==> config.mk <==
export PLATFORM = sky130hd
export DESIGN_NAME = instruction_fetch_unit_flat
export DESIGN_NICKNAME = d
export VERILOG_FILES = /design/src/rtl/instruction_fetch_unit_if.sv /design/src/rtl/instruction_fetch_unit.sv /design/src/flat_wrapper.sv
export SDC_FILE = /design/constraint.sdc
export NUM_CORES = 1
export LEC_CHECK = 0
export CORE_ASPECT_RATIO = 0.5
export CORE_MARGIN = 4
export CORE_UTILIZATION = 45
export DETAILED_ROUTE_END_ITERATION = 8
export PLACE_DENSITY_LB_ADDON = 0.05
export SETUP_SLACK_MARGIN = 0.3
export SYNTH_ARGS = -nofsm -noshare
export SYNTH_HDL_FRONTEND = slang
export SYNTH_SLANG_ARGS = --single-unit
==> constraint.sdc <==
create_clock -name clk -period 6.31 [get_ports clk]
set_clock_uncertainty 0.05 [all_clocks]
set_input_delay 1.893 -clock clk [delete_from_list [all_inputs] [get_ports clk]]
set_output_delay 1.893 -clock clk [all_outputs]
set_load 0.02 [all_outputs]
==> src/rtl/instruction_fetch_unit_if.sv <==
// Fetch unit bus: instruction memory read port plus redirect input and the
// valid/ready instruction stream toward decode.
interface instruction_fetch_unit_if;
    logic [63:0] mem_address;
    logic        mem_read_en;
    logic [31:0] mem_read_data;
    logic        redirect_valid;
    logic [63:0] redirect_pc;
    logic        out_valid;
    logic        out_ready;
    logic [31:0] out_insn;
    logic [63:0] out_pc;
    logic        halted;

    // Fetch unit side
    modport master (
        output mem_address, mem_read_en, out_valid, out_insn, out_pc, halted,
        input  mem_read_data, redirect_valid, redirect_pc, out_ready
    );

    // Memory / decode / branch-resolution side
    modport slave (
        input  mem_address, mem_read_en, out_valid, out_insn, out_pc, halted,
        output mem_read_data, redirect_valid, redirect_pc, out_ready
    );
endinterface

==> src/rtl/instruction_fetch_unit.sv <==
// Instruction fetch unit: owns the PC, reads instruction memory
// combinationally, buffers {pc, insn} pairs in a small FIFO toward decode,
// flushes on redirect and stops fetching once the HALT encoding is seen.
//
// state   | meaning
// --------+----------------------------------------------
// IDLE    | just out of reset, no fetch yet
// RUN     | fetching whenever the FIFO has (or is freeing) room
// HALTED  | HALT word fetched; waits for a redirect
module instruction_fetch_unit #(
    parameter logic [63:0] RESET_PC  = 64'd0,
    parameter logic [63:0] PC_STEP   = 64'd2,
    parameter int          DEPTH     = 2,
    parameter logic [31:0] HALT_INSN = 32'h0000_0000
) (
    input  logic                     clk,
    input  logic                     rst,
    instruction_fetch_unit_if.master bus
);
    localparam int AW = $clog2(DEPTH);
    localparam logic [AW:0] FULL_COUNT = (AW + 1)'(DEPTH);

    localparam logic [1:0] IDLE   = 2'd0;
    localparam logic [1:0] RUN    = 2'd1;
    localparam logic [1:0] HALTED = 2'd2;

    logic [1:0]    state_q;
    logic [63:0]   pc_q;
    logic [AW-1:0] rd_ptr_q;
    logic [AW-1:0] wr_ptr_q;
    logic [AW:0]   count_q;
    logic [31:0]   insn_mem [DEPTH];
    logic [63:0]   pc_mem   [DEPTH];

    logic fetch;
    logic pop;
    logic is_halt;

    // A redirect blocks both fetch and pop; the flush wins that cycle.
    assign pop     = (count_q != '0) & bus.out_ready & ~bus.redirect_valid;
    assign fetch   = (state_q == RUN) & ~bus.redirect_valid & ((count_q < FULL_COUNT) | pop);
    assign is_halt = (bus.mem_read_data == HALT_INSN);

    assign bus.mem_address = pc_q;
    assign bus.mem_read_en = fetch;
    assign bus.out_valid   = (count_q != '0);
    assign bus.out_insn    = bus.out_valid ? insn_mem[rd_ptr_q] : 32'd0;
    assign bus.out_pc      = bus.out_valid ? pc_mem[rd_ptr_q]   : 64'd0;
    assign bus.halted      = (state_q == HALTED);

    // Control state: FSM, PC and FIFO pointers
    always_ff @(posedge clk or posedge rst) begin
        if (rst) begin
            state_q  <= IDLE;
            pc_q     <= RESET_PC;
            rd_ptr_q <= '0;
            wr_ptr_q <= '0;
            count_q  <= '0;
        end else if (bus.redirect_valid) begin
            state_q  <= RUN;
            pc_q     <= bus.redirect_pc & ~64'd1;
            rd_ptr_q <= '0;
            wr_ptr_q <= '0;
            count_q  <= '0;
        end else begin
            if (state_q == IDLE) begin
                state_q <= RUN;
            end else if (fetch && is_halt) begin
                state_q <= HALTED;
            end
            if (fetch && !is_halt) begin
                pc_q <= pc_q + PC_STEP;
            end
            if (fetch) begin
                wr_ptr_q <= wr_ptr_q + 1'b1;
            end
            if (pop) begin
                rd_ptr_q <= rd_ptr_q + 1'b1;
            end
            if (fetch && !pop) begin
                count_q <= count_q + 1'b1;
            end else if (pop && !fetch) begin
                count_q <= count_q - 1'b1;
            end
        end
    end

    // FIFO storage; contents are only visible through count, so no reset needed
    always_ff @(posedge clk) begin
        if (fetch) begin
            insn_mem[wr_ptr_q] <= bus.mem_read_data;
            pc_mem[wr_ptr_q]   <= pc_q;
        end
    end
endmodule
==> src/flat_wrapper.sv <==
// flat-port wrapper written by rule: the top's interface ports become plain ports
module instruction_fetch_unit_flat 
#(
    parameter logic [63:0] RESET_PC  = 64'd0,
    parameter logic [63:0] PC_STEP   = 64'd2,
    parameter int          DEPTH     = 2,
    parameter logic [31:0] HALT_INSN = 32'h0000_0000
)
  (clk, rst, bus_mem_address, bus_mem_read_en, bus_out_valid, bus_out_insn, bus_out_pc, bus_halted, bus_mem_read_data, bus_redirect_valid, bus_redirect_pc, bus_out_ready);
  instruction_fetch_unit_if bus_i ();
  input  logic clk;
  input  logic rst;
  output wire logic [$bits(bus_i.mem_address)-1:0] bus_mem_address;
  output wire logic [$bits(bus_i.mem_read_en)-1:0] bus_mem_read_en;
  output wire logic [$bits(bus_i.out_valid)-1:0] bus_out_valid;
  output wire logic [$bits(bus_i.out_insn)-1:0] bus_out_insn;
  output wire logic [$bits(bus_i.out_pc)-1:0] bus_out_pc;
  output wire logic [$bits(bus_i.halted)-1:0] bus_halted;
  input wire logic [$bits(bus_i.mem_read_data)-1:0] bus_mem_read_data;
  input wire logic [$bits(bus_i.redirect_valid)-1:0] bus_redirect_valid;
  input wire logic [$bits(bus_i.redirect_pc)-1:0] bus_redirect_pc;
  input wire logic [$bits(bus_i.out_ready)-1:0] bus_out_ready;
  assign bus_mem_address = bus_i.mem_address;
  assign bus_mem_read_en = bus_i.mem_read_en;
  assign bus_out_valid = bus_i.out_valid;
  assign bus_out_insn = bus_i.out_insn;
  assign bus_out_pc = bus_i.out_pc;
  assign bus_halted = bus_i.halted;
  assign bus_i.mem_read_data = bus_mem_read_data;
  assign bus_i.redirect_valid = bus_redirect_valid;
  assign bus_i.redirect_pc = bus_redirect_pc;
  assign bus_i.out_ready = bus_out_ready;
  instruction_fetch_unit #(.RESET_PC(RESET_PC), .PC_STEP(PC_STEP), .DEPTH(DEPTH), .HALT_INSN(HALT_INSN)) u_core (.clk(clk), .rst(rst), .bus(bus_i));
endmodule
# --- Word level (Yosys, flattened, before mapping) ---
# Memories as Yosys holds them, arrays and structs flattened.
# Cells that the tools add are included.
word_totals:
  regBits: 70
  ramBits: 192
  in_bits: 100
  output_inout_bits: 163
  elab_cells: 52
  memories: 2
op_classes:
  add_sub_neg: 5
  magnitude_cmp: 1
  n_eq_ne: 2
  mux: 16
  n_bitwise: 6
  n_reduce_logical: 15
mem_list:
  columns: ["name", "depth", "word_bits", "rd", "rd_ports_with_merged_regs", "wr", "line_no", "rtl"]
  rows:
  - ["u_core.pc_mem", 2, 64, 1, 0, 1, "instruction_fetch_unit.sv:33", "logic [63:0] pc_mem [DEPTH];"]
  - ["u_core.insn_mem", 2, 32, 1, 0, 1, "instruction_fetch_unit.sv:32", "logic [31:0] insn_mem [DEPTH];"]
ops:
  columns: ["cell", "count"]
  rows:
  - ["64-bit two-way mux", 3]
  - ["64-bit by 2-bit adder with 64-bit output (second input constant)", 1]
  - ["32-bit zero test", 1]
  - ["32-bit two-way mux", 1]
  - ["2-bit two-way mux", 6]
  - ["2-bit nonzero test", 4]
  - ["1-bit two-way mux", 6]
  - ["3-bit nonzero test", 2]
  - ["1-bit bitwise AND", 4]
  - ["1-bit logical AND", 4]
  - ["1-bit zero test", 3]
  - ["1-bit adder (second input constant)", 2]
  - ["2-bit by 1-bit adder with 2-bit output (second input constant)", 1]
  - ["2-bit by 1-bit == test with 1-bit output (second input constant)", 1]
  - ["2-bit == test (second input constant)", 1]
  - ["2-bit zero test", 1]
  - ["2-bit < comparator (second input constant)", 1]
  - ["2-bit by 1-bit subtractor with 2-bit output (second input constant)", 1]
  - ["1-bit inverter", 1]
  - ["1-bit OR", 1]

# --- Logic depth before layout (Yosys ltp) ---
# Gate-level depths: netlist of run 1.
logic_depth:
  ltp_word: 10
  ltp_mapped: 8
  ltp_nobuf: 7

# --- Least setup slack after synthesis of run 1 ---
# OpenSTA, ideal clock, no wires.
synth_timing:
  path_type: "in2reg"
  startpoint: "input bus_redirect_valid"
  endpoint: "memory u_core.insn_mem[0][0], enable pin"
  setup_ns: 0.550
  arrival_ns: 6.576
  required_time_ns: 5.710
  setup_slack_ns: -0.866
  cell_stages: 4
  n_path_buf: 2
  cell_sequence: "or3_1 -> buf_2 -> clkbuf_1 -> nor2_1"
synth_between:
  elab_chain_cells: 6
  word_cells_on_any_way: 7
  cone_classes: "2 x mux; 5 x bitwise"
synth_rtl:
  columns: ["element", "line_no", "rtl"]
  rows:
  - ["from (decl)", "flat_wrapper.sv:20", "input wire logic [$bits(bus_i.redirect_valid)-1:0] bus_redirect_valid;"]
  - ["1-bit inverter *", "instruction_fetch_unit.sv:40, instruction_fetch_unit.sv:41", null]
  - ["1-bit bitwise AND", "instruction_fetch_unit.sv:40", "assign pop = (count_q != '0) & bus.out_ready & ~bus.redirect_valid;"]
  - ["1-bit OR", "instruction_fetch_unit.sv:41", "assign fetch = (state_q == RUN) & ~bus.redirect_valid & ((count_q < FULL_COUNT) | pop);"]
  - ["1-bit bitwise AND *", "instruction_fetch_unit.sv:41", null]
  - ["1-bit two-way mux *", "instruction_fetch_unit.sv:90", "if (fetch) begin"]
  - ["1-bit two-way mux (not written as such) *", "instruction_fetch_unit.sv:91", "insn_mem[wr_ptr_q] <= bus.mem_read_data;"]
  - ["to (decl)", "instruction_fetch_unit.sv:32", null]
# Mark *: on every way between the ends. The rest lies on a longest branch, timed or not.

# --- Worst setup path in the final report of run 1 ---
layout_timing:
  startpoint: "input bus_out_ready"
  endpoint: "output bus_mem_read_en"
layout_between:
  elab_chain_cells: 4
layout_rtl:
  columns: ["element", "line_no", "rtl"]
  rows:
  - ["from (decl)", "flat_wrapper.sv:22", "input wire logic [$bits(bus_i.out_ready)-1:0] bus_out_ready;"]
  - ["1-bit bitwise AND (2 in a row)", "instruction_fetch_unit.sv:40", null]
  - ["1-bit OR", "instruction_fetch_unit.sv:41", null]
  - ["1-bit bitwise AND", "instruction_fetch_unit.sv:41", null]
  - ["to (decl)", "flat_wrapper.sv:14", "output wire logic [$bits(bus_i.mem_read_en)-1:0] bus_mem_read_en;"]
# Every way passes these cells.

==> impl.org, run 1 <==
** Pwr
- Areal power density over the cells :: 298 mW/mm^2
- Sequential Power Share :: 47.3%
- Combinational logic burns around a fifth of the power.
- The analysis attributes to net switching a power of 1.26 mW.
- Switching fraction of total power :: approximately 28%
- Leakage :: 5.16 nW
- Internal power :: roughly 3.2 mW
- Per report_power, the clock group accounts for 31.6% of the total.
- Peak VDD IR :: 0.166 mV

** Clocking
- TritonCTS built the clock tree.
- Number of setup buffers added after CTS :: 0
- Quantity of hold-fixing buffers added after cts :: 0
- The clock drives 259 sinks.
- In this run the number of H-tree levels came out at 1.
- Clock-pin slew was measured on the worst setup and hold paths at ~60 ps.
- CTS max path bufs :: 3
- After clock tree synthesis, the repair step resized 0 gates.
- For the worst-skew pair, the clock arrives at the later sink with an insertion delay of approximately 520 ps.
- The cell sitting at the root of the clock tree is a clkbuf_16.
- Inserted Clock Buffers :: 24

** Worst setup path
- For the worst setup path, the data required time is around 4400 ps.
- The worst setup path is captured at an output pin.
- Startpoint kind of the worst setup timing path :: primary input
- Worst setup path category :: in -> out
- Highest cell delay on the worst timing path :: roughly 640 ps
- The critical path goes through clkdlybuf4s50_1, nor2b_1, or3_1, clkinv_4, clkdlybuf4s50_1.
- Among all stages on the critical path, the largest delay is contributed by clkdlybuf4s50_1.
- CP arrival :: 3670 ps
- Number of buffer and inverter instances along the worst setup path :: 3
- Cell family with most CP delay :: buffers and inverters
- Along the worst path, the maximum fanout reaches 8.
- Dominant cell type by count on the critical path :: clkdlybuf4s50_1

** GRT
- First-pass GRT wire length :: approximately 47000 um
- For this run the aggregate overflow at the end of global routing stands at 0.
- Pin count of the biggest net entering global routing :: 103
- Vias in the first global route :: ~8200
- Global routing consumed, over all layers together, between 20% and 30% of the routing resources.
- Number of antenna violations at the first check in global routing :: 1

** Worst hold path
- Hold WC Path Type :: reg -> reg

** Synthesis
- Top cell type's share of synthesized area :: between 50% and 60%
- In this run the cell area of the synthesized design comes to between 0.01 and 0.015 sq mm.
- A synthesized cell averages 12.4 sq um.
- Yosys warning total :: 0
- Summing the sequential cell areas from Yosys gives between 60% and 70% of the chip area.
- Top cells by area, synth :: edfxtp_1, dfrtp_1, mux2i_1, nor2_1, nand2_1
- The largest total area in the synthesized netlist belongs to edfxtp_1.
- Top flip-flop cell by instance count after synthesis :: edfxtp_1
- Counting flops with an async set or reset pin after synthesis yields a share of a little over a quarter.
- Register bit total from synthesis :: roughly 260
- Count of flip-flops with a built-in enable after synthesis :: between 150 and 200
- Synthesis instantiated between 40 and 50 different standard cells from the library.
- Number of cells produced by synthesis :: a little over 900

** Detailed routing
- Number of iterations in the first detailed-routing pass :: 5
- Vias :: around 8000
- After detailed routing, the number of vias per cell comes to roughly 5.4.
- The detail route stage leaves a number of antenna-violating nets equal to 0.
- For this block, the routed nets add up to between 30000 and 40000 um of wire.
- The first routing iteration left 469 violations.
- Drt wl/cell :: about 20 um
- Detailed-route DRC error count :: 0

** Placement
- Count of buffers from port buffering :: approximately 260
- The placed instances occupy a cell area of about 0.014 sq mm.
- HPWL Detailed :: 20200 um
- Routability-driven placement finished with a final weighted congestion of roughly 0.76.
- Including well taps, the total number of placed cells is approximately 1500.
- Prior to clock tree synthesis, the placed netlist has a worst setup slack of 680 ps.

** Timing
- Post-layout minimum cycle time :: 5610 ps
- Setup violations remaining at the end of the flow were counted as 0.
- Number of hold violations in the final report :: 0
- In the post-route analysis, the smallest setup slack over all paths is about 700 ps.
- Slew at the pin closest to its max-slew limit :: between 900 and 1000 ps
- Headroom to the max-slew limit came out at about a third.
- Setup tns final :: 0 ps
- The final max-slew violation count was 0.
- RSZ-0062 raised after global routing :: no
- Share of the cycle needed by the critical path after routing :: between 80 and 90%
- For this run, the top clock speed supported by timing is about 180 MHz.

** Flow run
- MaxCap Viol Count :: 0

** Finish
- In the final layout, the share of cells above drive strength 1 is under 10%.
- Compared with the post-synthesis result, the final layout area differs by 32.8%.
- Most frequent cells in the layout :: clkdlybuf4s50_1, edfxtp_1, nor2_1
- Filler-free cell count of the finished design :: ~1500
- Number of filler cells placed in the layout :: about 2000
- Most common cell after layout, fill and taps aside :: clkdlybuf4s50_1
- The final layout contains 1267 nets.
- Layout Cell Area excl Fill :: about 0.015 sq mm

** Floorplanning
- From bottom edge to top edge, the die measures between 100 and 150 um.
- Once the floorplan was initialized, standard cells occupied a little under half of the core.
- Die area :: between 0.02 and 0.03 sq mm
- The floorplan step set the die width to approximately 230 um.
- The region available for standard cell placement spans 0.0244 sq mm.
- For this design the top-level I/O count stands at approximately 260.
- Site row count :: 40

** Run status
- The run finished with clean final reports.
power groups by stage:
stage / registers, mW / clock network, mW / logic (mW)
floorplan: 2.16 / 0 / 0.470
CTS: 2.12 / 1.45 / 0.965
detailed placement: 2.16 / 0 / 0.961
finish: 2.12 / 1.42 / 0.950
global placement: 2.15 / 0 / 0.957
global route: 2.14 / 1.53 / 1.02
metal layers:
| layer | global-route usage, % | wire length, um | vias to the layer above |
|---|---|---|---|
| li1 | - | - | 3878 |
| met1 | 29.7 | 13900 | 4074 |
| met2 | 35.4 | 14500 | 207 |
| met3 | 3.95 | 1470 | 35 |
| met4 | 4.06 | 474 | 0 |
| met5 | 0 | 0 | - |
Yosys cell counts (all sizes together) (7+ instances only):
library cell and number:
and3 8, edfxtp 190, a31oi 12, and4 7, nor2 132, xnor2 35, nand4 18, or3 11
or4 8, nor3 24, clkbuf 33, buf 17, nand2 84, mux2i 100, nand3 22, o21ai 43
dfrtp 69, nor4 34, inv 10
registers in the layout, summed over array words and instances (netlist names):
signal and cells:
u_core.wr_ptr_q 1, u_core.rd_ptr_q 1, u_core.state_q 2, u_core.insn_mem 64, u_core.bus.mem_address 63, u_core.pc_mem 126
u_core.count_q 2
worst paths after layout:
kind	start	end	slack, ps	depth (start not counted)
max	bus_out_ready	bus_mem_read_en	700	5
max reg2reg	u_core.bus.mem_address[11]$_DFFE_PP0P_	u_core.bus.mem_address[58]$_DFFE_PP0P_	3250	6
min	u_core.state_q[1]$_DFFE_PP0P_	u_core.state_q[1]$_DFFE_PP0P_	470	2
min in group asynchronous	rst	u_core.bus.mem_address[60]$_DFFE_PP0P_	1690	2
max in group asynchronous	rst	u_core.rd_ptr_q$_DFFE_PP0P_	3490	3
min reg2reg	u_core.state_q[1]$_DFFE_PP0P_	u_core.state_q[1]$_DFFE_PP0P_	470	2
metrics by stage:
step / hold slack [ps] / util, % / total power [mW]
6_report: 474 / 61.8 / 4.49
5_1_grt: 504 / 61.8 / 4.69
4_1_cts: 472 / 61.8 / 4.54
3_5_place_dp: 458 / 58.7 / 3.12
3_3_place_gp: 438 / 58.7 / 3.11
2_1_floorplan: 418 / - / 2.63
kinds of logic (layout without fill, tap and decap cells):
group	Yosys count	in the layout	share of synthesized area, %
buffers and inverters	61	326	2.18
AO/OA/AOI/OAI	83	83	4.46
adder cells (fa/ha/maj)	1	1	0.110
XOR/XNOR	39	39	3.00
other	1	3	0.0330
AND/OR/NAND/NOR	371	371	15.9
multiplexers	102	102	9.00
flip-flops	259	259	65.4
tightest hold or removal path, stage by stage, from the launching register on:
cell	delay [ps]
dfrtp_1	350
a21oi_1	50
nor2_1	90
layout make-up:
cell class / instances / area (sq um) / share of cell area [%]
Antenna cell: 1 / 2.50 / 0.0166
Clock buffer: 31 / 648 / 4.29
Clock inverter: 12 / 100 / 0.663
Inverter: 11 / 47.5 / 0.315
Multi-Input combinational cell: 598 / 3720 / 24.6
Sequential cell: 259 / 7440 / 49.3
Tap cell: 336 / 420 / 2.78
Timing Repair Buffer: 272 / 2730 / 18.0
Note: power is estimated with default switching activity, not from simulation.
==> run 2, diff against run 1 <==
==> constraint.sdc (replaced) <==
create_clock -name clk -period 7.3 [get_ports clk]
set_clock_uncertainty 0.05 [all_clocks]
set_input_delay 2.19 -clock clk [delete_from_list [all_inputs] [get_ports clk]]
set_output_delay 2.19 -clock clk [all_outputs]
set_load 0.02 [all_outputs]
==> impl.org, run 2 (synthesized netlist as in run 1, its figures left out) <==
** Finish
- Share of final-layout standard cells stronger than drive strength 1 :: 5.50% (was 5.16%)
- The count of filler cells inserted in the layout is 1991 (was 2018).
- Largest register FFs :: 126 (unchanged)
- Area used by multi-input combinational logic :: 0.00372 sq mm (unchanged)
- Register ranked first by flip-flop count :: u_core.pc_mem (unchanged)
- Most frequent cells in the layout: clkdlybuf4s50_1, edfxtp_1, nor2_1 (unchanged).
- The register cell area after layout came to 0.00744 sq mm (unchanged).
- The area growth from synthesis to layout is 33.3% (was 32.8%).
- The most common cell after layout, fill and taps aside was clkdlybuf4s50_1 (unchanged).
- The number of cells in the finished layout apart from fillers was 1517 (was 1520).
- The antenna diode count was 0 (was 1).
- Layout Cell Area excl Fill :: 0.0152 sq mm (was 0.0151 sq mm)
- Final core utilization :: 62.0% (was 61.8%)
- Nets :: 1264 (was 1267)

** Detailed routing
- The detailed router's first-iteration violation count is 604 (was 469).
- Drt wl/cell :: 19.9 um (about the same)
- The number of detailed-routing iterations run before antenna repair came to 4 (was 5).
- The post-detailed-route count of antenna-violating nets is 0 (unchanged).
- The ratio of routed vias to standard cells came to 5.43 (was 5.39).
- The detailed-route wire length was 30300 um (about the same).
- Detailed-route DRC error count :: 0 (unchanged)
- The overall via count from detail_route is 8241 (was 8194).

** Worst setup path
- The type of destination of the critical path is an output pin (unchanged).
- Highest cell delay on the worst timing path :: 640 ps (about the same)
- WP data required :: 5060 ps (was 4370 ps)
- Slowest stage cell on the critical path :: clkdlybuf4s50_1 (unchanged)
- Worst setup slack for register-to-register paths :: 4210 ps (was 3250 ps)
- Dominant cell type by count on the critical path :: clkdlybuf4s50_1 (unchanged)
- The category of the worst setup path launch point is a primary input (unchanged).
- Worst setup path category :: in -> out (unchanged)
- Worst R2R Start :: u_core.bus.mem_address[11]$_DFFE_PP0P_ (unchanged)
- The critical path arrival came to 3980 ps (was 3670 ps).
- The depth of the worst register-to-register path came to 6 (unchanged).
- The startpoint of the most critical setup path is bus_out_ready (unchanged).
- Critical R2R Capture :: u_core.bus.mem_address[58]$_DFFE_PP0P_ (unchanged)
- Worst-path cell chain :: clkdlybuf4s50_1, nor2b_1, or3_1, clkinv_4, clkdlybuf4s50_1 (unchanged)
- The worst-path maximum fanout came to 8 (unchanged).

** Floorplanning
- The width of the chip was 233 um (unchanged).
- The initial core utilization was 46.6% (unchanged).
- Core region area :: 0.0244 sq mm (unchanged)
- Site row count :: 40 (unchanged)
- The vertical die dimension was 120 um (unchanged).
- The top-level port count is 263 (unchanged).
- Die area :: 0.0280 sq mm (unchanged)

** Timing
- The number of failing setup endpoints in the final timing report was 0 (unchanged).
- Counting I/O delays and the setup requirement, the final critical path takes slightly above 6000 ps.
- Share of the cycle needed by the critical path after routing :: a little under nine tenths
- Number of hold violations in the final report :: 0 (unchanged)
- Worst slew slack as a fraction of its limit :: 21.2% (was 34.2%)
- The accumulated negative setup slack came to 0 ps (unchanged).
- The worst-margin pin slew was 1180 ps (was 987 ps).
- RSZ-0062 raised after global routing :: no (unchanged)
- Derived from the worst setup path, the maximum achievable clock frequency is between 150 and 200 MHz.
- The final max-slew violation count is 0 (unchanged).

** Pwr
- Areal power density over the cells :: 265 mW/mm^2 (was 298 mW/mm^2)
- Total power after layout :: 4.01 mW (was 4.49 mW)
- Leakage :: 5.20 nW (was 5.16 nW)
- The peak ir drop on the vdd network is 0.154 mV (was 0.166 mV).

** GRT
- The wire length of the first global-routing pass came to 46800 um (was 47200 um).
- Pin count of the biggest net entering global routing :: 103 (unchanged)
- Number of antenna violations at the first check in global routing :: 0 (was 1)
- Overflow left after global routing :: 0 (unchanged)
- The via count of the first global-routing pass is 8105 (was 8240).
- The overall fraction of global-route tracks in use was 21.0% (was 21.3%).

** Clocking
- Clock latency of the later-clocked register in the worst-skew pair :: 520 ps (about the same)
- The TritonCTS clock tree is yes (unchanged).
- The maximum level of the CTS H-tree is 1 (unchanged).
- The clock slew at the register clock pins of the worst setup and hold paths came to 60 ps (about the same).
- Quantity of hold-fixing buffers added after cts :: 0 (unchanged)
- The number of setup buffers added after CTS is 0 (unchanged).
- Post-cts repair resize count :: 0 (unchanged)
- The number of buffers inserted during clock tree synthesis was 24 (unchanged).
- The clock net sink count came to 259 (unchanged).
- Clock root buffer master :: clkbuf_16 (unchanged)
- The number of buffers between clock root and the deepest sink came to 3 (unchanged).

** Placement
- HPWL Detailed :: 19800 um (was 20200 um)
- The cell count after placement is 1473 (was 1476).
- Count of buffers from port buffering :: 259 (unchanged)
- Area of placed instances :: 0.0143 sq mm (about the same)
- The global placement routability congestion is 0.770 (was 0.765).

** Worst hold path
- Worst hold endpoint :: u_core.state_q[1]$_DFFE_PP0P_ (unchanged)
- Worst hold path depth :: 2 (unchanged)
- The class of the tightest hold or removal check is reg -> reg (unchanged).
- Origin of the worst min-delay path :: u_core.state_q[1]$_DFFE_PP0P_ (unchanged)

** Flow run
- MaxCap Viol Count :: 0 (unchanged)

** Run status
- Run status :: completed (unchanged)
run 2: changes by cell type in the layout (fill, tap and decap cells not counted):
cell,previous run,this run
buf_12,3,1
buf_4,11,10
bufinv_16,2,5
clkbuf_1,6,5
clkbuf_8,0,2
clkinv_1,8,3
clkinv_2,3,5
diode_2,1,0
run 2: per-stage QoR:
stage | hold WS (ps) | setup slack [ps]
final | 460 | 1080
after floorplan | 418 | 1430
after detailed placement | 453 | 1060
after global routing | 499 | 1010
after CTS | 468 | 1050
after global placement | 438 | 1080
run 2: worst max-delay path by stage:
stage,cells after the start,endpoint
floorplan,4,u_core.insn_mem[0][0]$_DFFE_PP_
global placement,5,bus_mem_read_en
detailed placement,5,bus_mem_read_en
CTS,5,bus_mem_read_en
global route,5,bus_mem_read_en
finish,5,bus_mem_read_en
run 2: power by group:
part / switching (mW) / internal (mW)
registers: 0.105 / 1.73
clock network: 0.541 / 0.823
logic: 0.445 / 0.371
total: 1.09 / 2.92
run 2: metal layers:
layer / GRT usage (%) / wire length (um) / vias up / share of wire (%)
met5: 0 / 0 / - / 0
met4: 4.21 / 488 / 0 / 1.6
met3: 4.05 / 1600 / 35 / 5.3
met2: 34.9 / 14700 / 227 / 49
met1: 29.3 / 13500 / 4108 / 45
li1: - / - / 3871 / -
run 2: area by class of cell:
type	count	share of cell area, %
Sequential cell	259	49.1
Inverter	11	0.314
Multi-Input combinational cell	598	24.5
Tap cell	336	2.77
Clock buffer	32	4.43
Timing Repair Buffer	269	17.7
Clock inverter	12	1.20
run 2: critical path, delay by kind of cell:
kind          cells  cell delay (ps)
buf+inv           3             1310
simple gates      2              480
==> run 3, diff against run 2 <==
--- a/config.mk
+++ b/config.mk
@@ -7,10 +7,12 @@
 export LEC_CHECK = 0
 export CORE_ASPECT_RATIO = 0.5
 export CORE_MARGIN = 4
-export CORE_UTILIZATION = 45
+export CORE_UTILIZATION = 54
+export CTS_CLUSTER_DIAMETER = 200
 export DETAILED_ROUTE_END_ITERATION = 8
 export PLACE_DENSITY_LB_ADDON = 0.05
 export SETUP_SLACK_MARGIN = 0.3
+export SLEW_MARGIN = 5
 export SYNTH_ARGS = -nofsm -noshare
 export SYNTH_HDL_FRONTEND = slang
 export SYNTH_SLANG_ARGS = --single-unit
==> impl.org, run 3 (synthesized netlist as in run 1, its figures left out) <==
** Timing
- Setup tns final :: 0 ps (unchanged)
- Number of hold violations in the final report :: 0 (unchanged)
- Worst slew slack as a fraction of its limit :: 23.4% (was 21.2%)
- Min setup slack post-route :: 1090 ps (was 1080 ps)
- Share of the cycle needed by the critical path after routing :: 85.1% (was 85.3%)
- RSZ-0062 raised after global routing: no (unchanged).
- The number of failing setup endpoints in the final timing report is 0 (unchanged).
- The highest clock frequency the design can meet is 161 MHz (about the same).
- The final max-slew violation count came to 0 (unchanged).
- The minimum clock period came to 6210 ps (was 6220 ps).
- Slew at the pin closest to its max-slew limit :: 1150 ps (was 1180 ps)

** Detailed routing
- Remaining number of nets flagged by the antenna check after routing :: 0 (unchanged)
- The DRC violation count after routing is 0 (unchanged).
- Initial drt markers :: 658 (was 604)
- Via density :: 5.74 (was 5.43)
- Drt wl/cell :: 20.5 um (was 19.9 um)
- The number of detailed-routing iterations run before antenna repair came to 5 (was 4).
- The detailed-route wire length is 29800 um (was 30300 um).
- Vias :: 8344 (was 8241)

** Worst setup path
- The critical path arrival was 3970 ps (was 3980 ps).
- The classification of the worst setup path is in -> out (unchanged).
- The worst-path maximum fanout is 8 (unchanged).
- The type of destination of the critical path was an output pin (unchanged).
- WP data required :: 5060 ps (about the same)
- Number of cells traversed by the worst register-to-register path :: 6 (unchanged)
- The category of the worst setup path launch point is a primary input (unchanged).

** Clocking
- The number of buffers inserted during clock tree synthesis came to 23 (was 24).
- CTS max path bufs :: 3 (unchanged)
- The maximum level of the CTS H-tree is 1 (unchanged).
- Clock root buffer master :: clkbuf_16 (unchanged)
- Post-cts repair resize count :: 0 (unchanged)
- Number of setup buffers added after CTS :: 0 (unchanged)
- Clock latency of the later-clocked register in the worst-skew pair :: 520 ps (about the same)
- The TritonCTS clock tree was yes (unchanged).
- Quantity of hold-fixing buffers added after cts :: 0 (unchanged)
- The clock slew at the register clock pins of the worst setup and hold paths was 60 ps (about the same).
- The clock net sink count is 259 (unchanged).

** Floorplanning
- Top-level port count :: 263 (unchanged)
- The width of the chip was 213 um (was 233 um).
- The die outline area is 0.0236 sq mm (was 0.0280 sq mm).
- Die Span Y :: 111 um (was 120 um)
- The floorplan core area came to 0.0206 sq mm (was 0.0244 sq mm).
- Starting density of the core :: 55.2% (was 46.6%)
- Site row count :: 37 (was 40)

** Finish
- Nets :: 1264 (unchanged)
- The number of flip-flops under the largest register name came to 126 (unchanged).
- Most frequent cells in the layout: clkdlybuf4s50_1, edfxtp_1, nor2_1 (unchanged).
- Area added between synthesis and finish :: 32.2% (was 33.3%)
- Filler-free cell count of the finished design :: 1454 (was 1517)
- The register with the most flip-flops is u_core.pc_mem (unchanged).
- The ratio of cells with drive above 1 in the final layout was 5.51% (was 5.50%).
- The final standard cell area without fillers came to 0.0150 sq mm (was 0.0152 sq mm).
- The most common cell after layout, fill and taps aside was clkdlybuf4s50_1 (unchanged).

** GRT
- The total grt overflow is 0 (unchanged).
- Global router's overall resource usage :: 24.6% (was 21.0%)
- The wire length of the first global-routing pass is 46400 um (was 46800 um).
- Number of antenna violations at the first check in global routing :: 2 (was 0)
- The via count of the first global-routing pass was 8289 (was 8105).
- The maximum number of pins on one net before global-route repair came to 103 (unchanged).

** Placement
- The cell count after placement was 1411 (was 1473).
- The count of buffers from port buffering is 259 (unchanged).
- Gp weighted congestion :: 0.798 (was 0.770)
- Post-Place Setup Slack :: 1090 ps (was 1060 ps)
- HPWL Detailed :: 20000 um (was 19800 um)
- The placed standard-cell area was 0.0142 sq mm (was 0.0143 sq mm).

** Worst hold path
- The class of the tightest hold or removal check is reg -> reg (unchanged).
- Worst hold path depth :: 2 (unchanged)

** Pwr
- The post-route total power is 3.94 mW (was 4.01 mW).
- The peak ir drop on the vdd network is 0.192 mV (was 0.154 mV).
- Leakage :: 5.18 nW (was 5.20 nW)
- Areal power density over the cells :: 262 mW/mm^2 (was 265 mW/mm^2)

** Run status
- Run status :: completed (unchanged)

** Flow run
- MaxCap Viol Count :: 0 (unchanged)
-- run 3: cell types whose count changed in the layout (fill, tap and decap cells not counted) --
cell / previous run / this run
inv_6: 0 / 1
clkinv_1: 3 / 4
clkbuf_16: 25 / 23
clkinv_4: 1 / 3
buf_12: 1 / 2
clkinv_2: 5 / 4
diode_2: 0 / 1
bufinv_16: 5 / 4
clkbuf_1: 5 / 3
-- run 3: layer usage --
metal  track usage (%)  wire length, um
met5                 0               13
met4              4.64              484
met3              4.37             1880
met2              40.0            14200
met1              35.6            13200
-- run 3: critical path, cell delays in order --
cell	delay [ps]
clkdlybuf4s50_1	540
nor2b_1	60
or3_1	410
clkinv_4	120
clkdlybuf4s50_1	640
-- run 3: path summary, 6_finish.rpt --
kind	from	end	slack, ps
setup / recovery	bus_out_ready	bus_mem_read_en	1090
hold / removal	u_core.state_q[1]$_DFFE_PP0P_	u_core.state_q[1]$_DFFE_PP0P_	460
setup reg to reg	u_core.bus.mem_address[11]$_DFFE_PP0P_	u_core.bus.mem_address[52]$_DFFE_PP0P_	4200
hold reg to reg	u_core.state_q[1]$_DFFE_PP0P_	u_core.state_q[1]$_DFFE_PP0P_	460
max in group asynchronous	rst	u_core.rd_ptr_q$_DFFE_PP0P_	4260
min in group asynchronous	rst	u_core.bus.mem_address[63]$_DFFE_PP0P_	2220
-- run 3: cell type report --
class	count	area (sq um)
inverters	11	47.5
clock buffers	28	614
repair buffers	270	2700
multi-input cells	598	3720
diodes	1	2.50
clock inverters	14	176
flip-flops and latches	259	7440
well taps	273	342
fillers	1412	5570
-- run 3: report_power, final --
| part | switching, mW | internal (mW) | total [mW] |
|---|---|---|---|
| Clock | 0.538 | 0.744 | 1.28 |
| Sequential | 0.118 | 1.73 | 1.84 |
| Combinational | 0.434 | 0.376 | 0.811 |
-- run 3: metrics by stage --
step	utilization [%]	hold slack (ps)
2_1_floorplan	-	418
4_1_cts	73.0	458
6_report	73.0	461
5_1_grt	73.0	510
3_3_place_gp	69.1	438
3_5_place_dp	69.1	444
==> variant, RTL diff (settings of run 1) <==
Reset style: synchronous (`rst`), changed in one clocked block.
--- a/src/rtl/instruction_fetch_unit.sv
+++ b/src/rtl/instruction_fetch_unit.sv
@@ -49,7 +49,7 @@
     assign bus.halted      = (state_q == HALTED);
 
     // Control state: FSM, PC and FIFO pointers
-    always_ff @(posedge clk or posedge rst) begin
+    always_ff @(posedge clk) begin
         if (rst) begin
             state_q  <= IDLE;
             pc_q     <= RESET_PC;
Check against the original RTL: differs if rst is asserted again (counterexample within 4 cycles, from zero or initial values and one cycle with rst high); with rst held inactive, the same outputs for 4 cycles.
==> variant against run 1 <==
Final area about the same. Worst setup slack better by 360 ps. Final cell count rose by 2.4%. Routed wire length is 5.6% higher. Synthesized area down 0.84%. Global-route usage increased by 1.0 points. Worst hold slack got worse by 32 ps. Sequential cell count increased by 1.
Power is not compared: it rests on default switching activity, and its combinational part moved more than twofold at a synthesized area within 25%.
==> variant: results <==
group,metric,value,unit
grt,grt_pass1_vias,8517,
setup_path,slowest_delay,560,ps
hold_path,hp-start,"u_core.state_q[1]",
setup_path,critPathMaxFanout,3,
grt,grt_pass1_wl,49170,µm
synth,yosysUniqueCellTypes,55,
status,status,"finished clean",
finish,fin_nets,1304,
synth,synthTopCellsByCount,"edfxtp_1, nor2_1, mux2i_1",
synth,yosys-top-cells-area,"edfxtp_1, dfxtp_1, mux2i_1",
routing,drt_iter0_drc,576,
synth,ys_seq_area_share,63.03,%
routing,firstDrtPassIters,5,
finish,num-fill-cells,1989,
setup_path,rrSetupSlack,3030,ps
finish,drive_gt1_share,6.475,%
setup_path,reg2regPathDepth,7,
hold_path,hold_end,"u_core.state_q[1]",
clock_tree,ctsResizeCount,0,
setup_path,arrival,3300,ps
placed_design,dp_hpwl,21580,µm
grt,grt_max_degree,79,
routing,vias,8658,
setup_path,reg2reg_to,"u_core.bus.mem_address[49]",
grt,gr-usage-all-layers,22.28,%
setup_path,r2r_start,"u_core.bus.mem_address[2]",
clock_tree,clk-insertion-delay-late,520,ps
synth,ys.warnings.count,0,
clock_tree,cts_made_buffers,25,
clock_tree,cts_root_buf,"clkbuf_16",
routing,detail_route.wl_per_cell,20.53,µm
placed_design,io_buffers,259,
placed_design,place.gp.congestion,0.8187,
synth,synth_async_sr_flop_share,0,%
timing,slew_headroom,34.50,%
placed_design,placed_area,14240,µm²
clock_tree,post-cts-setup-buffers,0,
==> variant: power by group <==
group,switching [mW],internal (mW)
Combinational,0.237,0.210
Clock,0.651,0.920
Sequential,0.0730,1.91
Total,0.961,3.04
==> variant: cells by family (layout without fill, tap and decap cells) <==
kind of cell / after synthesis / after routing / share of synthesized area (%)
DFF: 260 / 260 / 63.03
AOI/OAI and AO/OA: 143 / 143 / 8.045
and+or+nand+nor: 351 / 351 / 15.26
adders and majority gates: 2 / 2 / 0.2219
muxes: 96 / 96 / 8.533
other: 1 / 3 / 0.03326
buffers and inverters: 74 / 336 / 2.552
xor gates and xnor gates: 30 / 30 / 2.330
==> variant: worst max-delay path by stage <==
| stage | endpoint | slack [ps] | cells after the start |
|---|---|---|---|
| floorplan | u_core.insn_mem[1][0] | 710 | 3 |
| CTS | bus_mem_read_en | 1040 | 4 |
| detailed placement | bus_mem_read_en | 1060 | 4 |
| global route | bus_mem_read_en | 1000 | 4 |
| global placement | bus_mem_read_en | 1060 | 4 |
| finish | bus_mem_read_en | 1060 | 4 |
==> variant: layout make-up <==
class	count	share of cell area, %
flip-flops and latches	260	47.11
multi-input cells	624	25.96
repair buffers	275	18.07
clock buffers	29	4.386
well taps	336	2.786
clock inverters	16	1.268
inverters	16	0.3979
diodes	1	0.01658
==> variant: routing by layer <==
layer	routed length, µm	GRT usage (%)
met1	14570	31.36
met3	2018	4.791
met5	0	0
met2	14760	35.81
met4	618	4.849
==> variant: through the flow <==
step           power, mW  std cells  hold slack, ps  worst slack (ps)  utilization, %
2_1_floorplan      2.211        958           406.6             708.7               -
3_3_place_gp       2.457       1511           419.2              1061           58.53
5_1_grt            4.140       1557           472.8             999.0           62.05
3_5_place_dp       2.465       1511           431.6              1061           58.53
4_1_cts            4.033       1556           442.2              1044           62.04
6_report           3.997       1557           442.3              1064           62.05
